## config.mk

```make
export PLATFORM = sky130hd
export DESIGN_NAME = spi_msg_ctrl
export DESIGN_NICKNAME = d
export VERILOG_FILES = /design/src/rtl/spi_msg_ctrl.sv
export SDC_FILE = /design/constraint.sdc
export NUM_CORES = 1
export LEC_CHECK = 0
export ABC_CLOCK_PERIOD_IN_PS = 2400
export CAP_MARGIN = 15
export CORE_MARGIN = 2
export CORE_UTILIZATION = 49
export CTS_CLUSTER_DIAMETER = 40
export DETAILED_ROUTE_END_ITERATION = 10
export PLACE_DENSITY = 0.8
export SYNTH_ARGS = -nofsm -noshare
export SYNTH_HDL_FRONTEND = slang
export SYNTH_SLANG_ARGS = --single-unit
```

## constraint.sdc

```tcl
create_clock -name clk -period 2.4 [get_ports clk]
set_input_delay 0.48 -clock clk [delete_from_list [all_inputs] [get_ports clk]]
set_output_delay 0.48 -clock clk [all_outputs]
set_load 0.05 [all_outputs]
```

## src/rtl/spi_msg_ctrl.sv

```systemverilog
// spi_msg_ctrl: frames SPI select windows into command + payload messages
// for the register block and sequences the reply bytes back to the front-end.
module spi_msg_ctrl #(
    parameter int unsigned DATA_BYTES = 8,
    parameter logic [7:0]  TX_FILL    = 8'h00
) (
    input  logic                      clk,
    input  logic                      reset_n,
    input  logic                      spi_ssel,
    input  logic [7:0]                rx_byte,
    input  logic                      rx_byte_valid,
    input  logic                      tx_byte_req,
    output logic [7:0]                tx_byte,
    output logic [7:0]                spi_cmd,
    output logic [8*DATA_BYTES-1:0]   spi_rxdata,
    output logic                      spi_msg_end,
    input  logic [8*DATA_BYTES-1:0]   spi_txdata,
    input  logic                      spi_txdata_valid,
    output logic [3:0]                msg_len,
    output logic                      msg_ovf
);

    localparam int unsigned    W        = 8 * DATA_BYTES;
    localparam logic [3:0]     MAX_LEN  = 4'(DATA_BYTES);
    localparam logic [W-1:0]   FILL_ALL = {DATA_BYTES{TX_FILL}};

    typedef enum logic [2:0] {
        ST_IDLE,
        ST_CMD,
        ST_TXLD,
        ST_DATA,
        ST_END
    } state_t;

    state_t       state_q, state_d;
    logic [7:0]   cmd_q, cmd_d;
    logic [W-1:0] rxdata_q, rxdata_d;
    logic [W-1:0] txbuf_q, txbuf_d;
    logic [7:0]   tx_byte_q, tx_byte_d;
    logic [3:0]   msg_len_q, msg_len_d;
    logic         msg_ovf_q, msg_ovf_d;
    logic         rx_take;
    logic [W-1:0] tx_src;

    // State and datapath registers with synchronous active-low reset
    always_ff @(posedge clk) begin
        if (!reset_n) begin
            state_q   <= ST_IDLE;
            cmd_q     <= '0;
            rxdata_q  <= '0;
            txbuf_q   <= FILL_ALL;
            tx_byte_q <= TX_FILL;
            msg_len_q <= '0;
            msg_ovf_q <= 1'b0;
        end else begin
            state_q   <= state_d;
            cmd_q     <= cmd_d;
            rxdata_q  <= rxdata_d;
            txbuf_q   <= txbuf_d;
            tx_byte_q <= tx_byte_d;
            msg_len_q <= msg_len_d;
            msg_ovf_q <= msg_ovf_d;
        end
    end

    // Next-state, message capture and reply byte sequencing
    always_comb begin
        state_d   = state_q;
        cmd_d     = cmd_q;
        rxdata_d  = rxdata_q;
        txbuf_d   = txbuf_q;
        tx_byte_d = tx_byte_q;
        msg_len_d = msg_len_q;
        msg_ovf_d = msg_ovf_q;
        rx_take   = 1'b0;
        tx_src    = spi_txdata_valid ? spi_txdata : FILL_ALL;

        case (state_q)
            ST_IDLE: begin
                if (spi_ssel) begin
                    state_d   = ST_CMD;
                    rxdata_d  = '0;
                    msg_len_d = '0;
                    msg_ovf_d = 1'b0;
                    tx_byte_d = TX_FILL;
                end
            end
            ST_CMD: begin
                if (!spi_ssel) begin
                    state_d = ST_IDLE;
                end else if (rx_byte_valid) begin
                    cmd_d   = rx_byte;
                    state_d = ST_TXLD;
                end
            end
            ST_TXLD: begin
                if (!spi_ssel) begin
                    state_d = ST_END;
                end else begin
                    // The reply buffer is kept pre-shifted: tx_byte holds the
                    // current byte and txbuf holds the rest, so a request during
                    // this cycle still yields byte 0.
                    tx_byte_d = tx_src[W-1 -: 8];
                    txbuf_d   = {tx_src[W-9:0], TX_FILL};
                    rx_take   = rx_byte_valid;
                    state_d   = ST_DATA;
                end
            end
            ST_DATA: begin
                if (!spi_ssel) begin
                    state_d = ST_END;
                end else begin
                    rx_take = rx_byte_valid;
                    if (tx_byte_req) begin
                        tx_byte_d = txbuf_q[W-1 -: 8];
                        txbuf_d   = {txbuf_q[W-9:0], TX_FILL};
                    end
                end
            end
            ST_END: begin
                state_d = ST_IDLE;
            end
            default: begin
                state_d = ST_IDLE;
            end
        endcase

        if (rx_take) begin
            if (msg_len_q < MAX_LEN) begin
                for (int unsigned i = 0; i < DATA_BYTES; i++) begin
                    if (msg_len_q == 4'(i)) begin
                        rxdata_d[W-1-8*i -: 8] = rx_byte;
                    end
                end
                msg_len_d = msg_len_q + 4'd1;
            end else begin
                msg_ovf_d = 1'b1;
            end
        end
    end

    assign tx_byte     = tx_byte_q;
    assign spi_cmd     = cmd_q;
    assign spi_rxdata  = rxdata_q;
    assign spi_msg_end = (state_q == ST_END);
    assign msg_len     = msg_len_q;
    assign msg_ovf     = msg_ovf_q;

endmodule

```

== Word level (Yosys, flattened, before mapping) ==
Cells that the tools add are included.

* Flip-flop bits (word level): 152
* Input port bits: 78

* $add $sub $neg: 1
* Order comparisons: 1
* Equal/unequal tests: 17
* Multiplexer cells: 38
* Reduce and logical (&&, ||, !) cells: 9

{| class="wikitable"
|+ Operators by type and width
! kind !! count
|-
| 64-bit 2-to-1 mux || 8
|-
| 64-bit case mux with 2 select lines || 1
|-
| 8-bit 2-to-1 mux || 12
|-
| 8-bit case mux with 3 select lines || 1
|-
| 4-bit by 3-bit equality test with 1-bit output, second input constant || 4
|-
| 4-bit 2-to-1 mux || 4
|-
| 3-bit 2-to-1 mux || 5
|-
| 3-bit case mux with 4 select lines || 1
|-
| 2-bit != test, second input constant || 5
|-
| 4-bit by 2-bit equality test with 1-bit output, second input constant || 2
|-
| 3-bit by 2-bit equality test with 1-bit output, second input constant || 2
|-
| 1-bit 2-to-1 mux || 6
|-
| 3-bit AND reduction || 2
|-
| 5-bit AND reduction || 1
|-
| 4-bit by 1-bit adder with 4-bit output, second input constant || 1
|-
| 4-bit by 1-bit equality test with 1-bit output, second input constant || 1
|-
| 4-bit logical NOT || 1
|-
| 4-bit less-than comparator, second input constant || 1
|-
| 4-bit AND reduction || 1
|-
| 3-bit by 1-bit equality test with 1-bit output, second input constant || 1
|-
| 3-bit equality test, second input constant || 1
|-
| 3-bit logical NOT || 1
|-
| 3-bit != test, second input constant || 1
|-
| 3-bit nonzero test || 1
|-
| other kinds (2) || 2
|}

== Depth between registers and ports, before layout ==
Gate-level depths: netlist of the first run.

* Depth after elaboration: 5
* Mapped depth: 6

== Least setup slack after synthesis of the first run ==
No wires, ideal clock.

* Path type: register -> output
* Start: register state_q[0]
* End: output port spi_msg_end
* Arrival: 1.977 ns
* Slack: -0.057 ns
* Stages on the path, launching flop included: 5
* Cells stage by stage: dfxtp_1 -> buf_6 -> clkbuf_1 -> buf_1 -> nor3b_1

* Cells in the longest elaborated chain, start to end: 1

{| class="wikitable"
|+ RTL lines
! element !! RTL line !! RTL
|-
| start, declared || 35 || <nowiki>state_t state_q, state_d;</nowiki>
|-
| start signal, assigned || 56 || <nowiki>state_q <= state_d;</nowiki>
|-
| 3-bit equality test || 145 || <nowiki>assign spi_msg_end = (state_q == ST_END);</nowiki>
|-
| end, declared || 16 || <nowiki>output logic spi_msg_end,</nowiki>
|}

No other way between the ends.

== Worst setup path after layout of the first run ==
* Start: register msg_len_q[2] (netlist: msg_len[2])
* End: output port msg_len[2]

{| class="wikitable"
|+ RTL lines
! element !! RTL line !! RTL
|-
| start, declared || 40 || <nowiki>logic [3:0] msg_len_q, msg_len_d;</nowiki>
|-
| start signal, assigned || 61 || <nowiki>msg_len_q <= msg_len_d;</nowiki>
|-
| end, declared || 19 || <nowiki>output logic [3:0] msg_len,</nowiki>
|}

No word-level cell between the ends.

==> metrics.txt, run 1 <==
minimum clock period ~2200 ps; Slew @ Worst Pin 610.6 ps; Slew headroom about three fifths; Die Width about 120 um; setup bufs post-CTS 0; number of detailed-route iterations in the first pass 5; commonest non-fill, non-tap cells in the layout 160 x clkdlybuf4s50_1, 143 x dfxtp_1, 62 x and3_1, 56 x mux2_2, 50 x nand2b_1; initial antenna violation count 0; WL final roughly 19 mm; unrepaired setup endpoints after global routing no; Clk pwr share between 50% and 60%; max-slew violation count 0; Worst Hold Depth 2; Final setup violation count 0; fin crit share a little over nine tenths; post-synthesis average cell area just under 10 um2; total gr overflow 0; worst-path fanout max 7; Power, Total 0.005972 W; clk buf depth 2; Cells after Synth about 670; largest area contributor in the netlist dfxtp_1; P_int between 0.004 and 0.005 W; Cell Rows between 40 and 50; average wire per standard cell 19.05 um; clock tree root buffer cell clkbuf_16; # diodes 0; Routability Congestion around 0.84; vias per cell 5.887; Arr. time, crit path between 1500 and 2000 ps; setup_tns 0 ps; CTS Hold Bufs 0; clock sink count approximately 140; Cell Area, Synth ~6500 um2; most common cell after layout, fill and taps aside clkdlybuf4s50_1; Synth area leaders dfxtp_1 44%, mux2_2 9.7%, a32oi_1 6.6%, and3_1 6.0%, a211oi_1 5.6%; number of synthesized flops with an enable pin 0; CP top delay family buffers and inverters; vias between 5,000 and 6,000; number of max-cap violations 0; CTS H-tree depth 4; Worst-Skew Late Latency 420 ps; Pleak around 3.5 nW; Worst Setup SP msg_len[2]; CP endpoint kind output port; Final nets approximately 870; Seq pwr share ~40%; Initial Util a little under 50%; CTS resizes 0; die area about 14,000 um2; sequential area share after synthesis between 40% and 50%; Core ar. approximately 13,000 um2; detailed placement HPWL around 12 mm; Net Count, Synth ~750; Crit path largest cell delay ~900 ps; violation count after the first detailed-route iteration about 670; Comb power frac about 7.9%; end of the worst hold path txbuf_q[10]; synth unique cells 41; share of the synthesized area in the top cell type ~44%; FF-to-FF setup slack ~370 ps; Final Hold Fails 0; die extent in y around 120 um; number of synthesized register bits roughly 140; R2R depth 4; CTS tree yes; worst setup path category flip-flop to output port; Filler cells 960; Crit path required time between 1500 and 2000 ps; status finished clean; DRC violations left 0; fmax between 400 and 500 MHz; nature of the critical path startpoint flip-flop; ys async rst share 0%; top_reg_cell synth dfxtp_1; # port buffers 163; first-pass GRT wire length 30.00 mm; WP buf/inv 1; Total Routing Usage GR a little over a quarter; PwrDens roughly 670 nW/um2; cell breakdown of the critical path clkdlybuf4s50_1; Sw Share between 20% and 30%; Worst VDD drop roughly 0.00042 V; FF-to-FF Start state_q[0]; Syn-to-layout area delta 37.39%; Clock Skew ~5.5 ps; crit path max-delay cell type clkdlybuf4s50_1; Hold Crit Class flip-flop to flip-flop; Layout Utilization between 60% and 70%; number of global-route vias before repair roughly 5,900; ANT nets after route 0; Reg clk slew, reported paths ~60 ps; Ports roughly 160; largest net degree at the start of global routing 59; FF-to-FF End txbuf_q[12]; switching pwr 0.001292 W; YS warnings 0; Worst Min Path Start txbuf_q[10]; share of cells above drive strength 1 15.53%; CTS buffer count 17
## power groups by stage
stage	Combinational [W]	Sequential [W]	Clock, W
global route	0.000507	0.00242	0.00322
detailed placement	0.000463	0.00247	0
CTS	0.000466	0.00242	0.00311
floorplan	0.000239	0.00248	0
global placement	0.000454	0.00247	0
finish	0.000470	0.00242	0.00308
## per-layer routing
layer  vias to the layer above  part of all wire, %  track usage, %
met5                         -                    0               0
met4                         0                  2.4           11.09
met3                        36                  6.3           7.136
met2                       204                   48           42.21
met1                      2784                   43           33.48
li1                       2751                    -               -
## cell families (layout without fill, tap and decap cells)
| kind of cell | count (synthesis) | in the layout | share of synthesized area [%] |
|---|---|---|---|
| AND/OR/NAND/NOR | 191 | 191 | 17.47 |
| adder cells (fa/ha/maj) | 4 | 4 | 0.7713 |
| multiplexers | 73 | 73 | 12.34 |
| AO/OA/AOI/OAI | 177 | 177 | 19.82 |
| flip-flops | 144 | 144 | 44.43 |
| buffers and inverters | 77 | 216 | 5.168 |
## worst register-to-register path, cell delays in order (launching register included)
cell	delay [ps]
dfxtp_2	390
buf_4	530
nand2b_2	340
nand2_1	440
mux2i_1	250
## Yosys cell counts, types with 10 or more instances
cell,number
and3_1,62
buf_2,10
mux2i_1,17
a21oi_1,49
nor3_1,10
clkbuf_1,52
dfxtp_1,144
mux2_2,56
a32oi_1,49
a211oi_1,48
nand2_1,28
nand2b_1,51
## final cells by class
cell class	count	area, um2	share of cell area, %
Inverter	3	11.26	0.1263
Clock inverter	14	261.5	2.933
Multi-Input combinational cell	445	3279	36.79
Timing Repair Buffer	181	1829	20.52
Tap cell	176	220.2	2.470
Clock buffer	18	429.2	4.814
Sequential cell	144	2884	32.35
## sequential cells by signal, summed over array words and instances, names as in the netlist
| register | count |
|---|---|
| msg_len | 4 |
| msg_ovf | 1 |
| spi_cmd | 8 |
| spi_rxdata | 64 |
| state_q | 3 |
| tx_byte | 8 |
| txbuf_q | 56 |
## metrics by stage
step                      area, um2  setup WS (ps)  std cells  hold slack [ps]
after floorplan                6494          357.8        666            433.3
after global placement         8224          91.98        949            441.7
after detailed placement       8224          50.65        949            450.5
after global routing           8915          77.18        981            488.3
final                          8915          153.1        981            460.2
after CTS                      8915          136.6        981            458.2
## worst max path at each step
stage | slack [ps] | end | depth (start not counted)
floorplan | 360 | spi_rxdata[32] | 4
global placement | 90 | spi_rxdata[60] | 4
detailed placement | 50 | spi_rxdata[60] | 4
global route | 80 | msg_len[2] | 1
CTS | 140 | msg_len[2] | 1
finish | 150 | msg_len[2] | 1
No activity file was read; power rests on OpenSTA's default activity.
==> run 2, diff against run 1 <==
--- a/config.mk
+++ b/config.mk
@@ -5,8 +5,9 @@
 export SDC_FILE = /design/constraint.sdc
 export NUM_CORES = 1
 export LEC_CHECK = 0
-export ABC_CLOCK_PERIOD_IN_PS = 2400
+export ABC_CLOCK_PERIOD_IN_PS = 2450
 export CAP_MARGIN = 15
+export CORE_ASPECT_RATIO = 1.2
 export CORE_MARGIN = 2
 export CORE_UTILIZATION = 49
 export CTS_CLUSTER_DIAMETER = 40
==> constraint.sdc (replaced) <==
create_clock -name clk -period 2.45 [get_ports clk]
set_input_delay 0.49 -clock clk [delete_from_list [all_inputs] [get_ports clk]]
set_output_delay 0.49 -clock clk [all_outputs]
set_load 0.05 [all_outputs]
==> metrics.txt, run 2 (same netlist as run 1, synthesis figures left out) <==
largest net degree at the start of global routing 59 (unchanged); clock tree root buffer cell clkbuf_16 (unchanged); most common cell after layout, fill and taps aside clkdlybuf4s50_1 (unchanged); minimum clock period 2240 ps; cell breakdown of the critical path clkdlybuf4s50_1 (unchanged); first-pass GRT wire length 28.89 mm (was 30.00 mm); FF-to-FF setup slack 370 ps (about the same); Final nets 875 (was 874); Cell Rows 46 (was 42); WL final 18.62 mm (was 18.69 mm); CP endpoint kind output port (unchanged); Final setup violation count 0 (unchanged); Crit path required time 1960 ps (was 1920 ps); Filler cells 990 (was 960); Initial Util 49.66% (was 49.59%); Hold Crit Class flip-flop to flip-flop (unchanged); CTS tree yes (unchanged); Reg clk slew, reported paths 60 ps (about the same); total gr overflow 0 (unchanged); crit path max-delay cell type clkdlybuf4s50_1 (unchanged); commonest non-fill, non-tap cells in the layout 159 x clkdlybuf4s50_1, 143 x dfxtp_1, 62 x and3_1, 56 x mux2_2, 50 x nand2b_1 (was 160 x clkdlybuf4s50_1, 143 x dfxtp_1, 62 x and3_1, 56 x mux2_2, 50 x nand2b_1); violation count after the first detailed-route iteration 440 (was 671); setup_tns 0 ps (unchanged); die extent in y 130.1 um (was 119.1 um); vias per cell 5.883 (was 5.887); Slew @ Worst Pin 611.3 ps (was 610.6 ps); Worst-Skew Late Latency 430 ps (was 420 ps); WHS 455.5 ps (was 460.2 ps); ANT nets after route 0 (unchanged); PwrDens 605.5 nW/um2 (was 669.8 nW/um2); number of max-cap violations 0 (unchanged); detailed placement HPWL 12.26 mm (was 12.18 mm); Die Width 109.1 um (was 119.1 um); Crit path largest cell delay 880 ps (was 890 ps); vias 5,736 (was 5,775); WP buf/inv 1 (unchanged); Routability Congestion 0.8704 (was 0.8441); CTS H-tree depth 4 (unchanged); Pleak 3.393 nW (was 3.471 nW); # port buffers 163 (unchanged); average wire per standard cell 19.10 um (was 19.05 um); worst setup path category flip-flop to output port (unchanged); Clock Skew 7.138 ps (was 5.466 ps); Ports 164 (unchanged); max reg flops 64 (unchanged); nature of the critical path startpoint flip-flop (unchanged); Final Hold Fails 0 (unchanged); CP top delay family buffers and inverters (unchanged); DRC violations left 0 (unchanged); status finished clean (unchanged); Core ar. 13,070 um2 (was 13,090 um2); Arr. time, crit path 1750 ps (was 1770 ps); number of global-route vias before repair 5,643 (was 5,871); Slew headroom 59.25% (was 59.29%); placed cell area 8182 um2 (was 8224 um2); CTS Hold Bufs 0 (unchanged); fin crit share 91.41%; max-slew violation count 0 (unchanged); Total Routing Usage GR 26.07% (was 26.34%); clk buf depth 2 (unchanged); die area 14,180 um2 (about the same); CTS buffer count 17 (unchanged); Worst VDD drop 0.0003970 V (was 0.0004209 V); fmax 446.5 MHz; initial antenna violation count 1 (was 0); share of cells above drive strength 1 15.63% (was 15.53%); unrepaired setup endpoints after global routing no (unchanged); worst-path fanout max 7 (unchanged); number of detailed-route iterations in the first pass 6 (was 5); Syn-to-layout area delta 34.79% (was 37.39%); Reg area 2884 um2 (unchanged); area of the multi-input gates 3279 um2 (unchanged); Final Cell Area 8746 um2 (was 8915 um2); clock sink count 144 (unchanged)
-- run 2: power breakdown --
part	total (W)	switching, W	internal [W]	leakage, nW
combinational	0.000458	0.000250	0.000208	1.97
clock	0.00247	0.00106	0.00141	0.260
sequential	0.00237	0.0000121	0.00236	1.16
-- run 2: layout make-up --
cell class	count	area share, %
Antenna cell	1	0.02861
Tap cell	168	2.403
Timing Repair Buffer	182	20.53
Clock buffer	18	4.907
Inverter	3	0.1288
Multi-Input combinational cell	445	37.50
Clock inverter	14	1.531
Sequential cell	144	32.98
-- run 2: repair_timing --
item / in CTS / in global routing
gates resized for setup: 1 / 0
endpoints found under the setup margin: 1 / 0
buffers inserted: 0 / 0
-- run 2: path summary, 6_finish.rpt --
check / startpoint / end / cells after the start
worst min register to register: txbuf_q[11] / txbuf_q[11] / 2
worst max register to register: state_q[1] / spi_rxdata[24] / 3
worst min-delay path: txbuf_q[11] / txbuf_q[11] / 2
worst max-delay path: msg_len[2] / msg_len[2] / 1
-- run 2: stage by stage --
stage                     setup slack [ps]  std cells  total power (W)  utilization, %
after floorplan                      407.8        666         0.002664               -
after global placement               144.6        942         0.002866           62.62
after detailed placement             63.06        942         0.002872           62.62
after CTS                            181.9        974         0.005321           66.92
after global routing                 149.6        975         0.005454           66.94
final                                210.4        975         0.005296           66.94
-- run 2: metal layers --
layer / track usage (%) / vias up / share of wire, %
met4: 10.94 / 0 / 2.4
met2: 42.71 / 201 / 48
met5: 0 / - / 0
met3: 6.593 / 30 / 6.6
li1: - / 2746 / -
met1: 32.58 / 2759 / 43
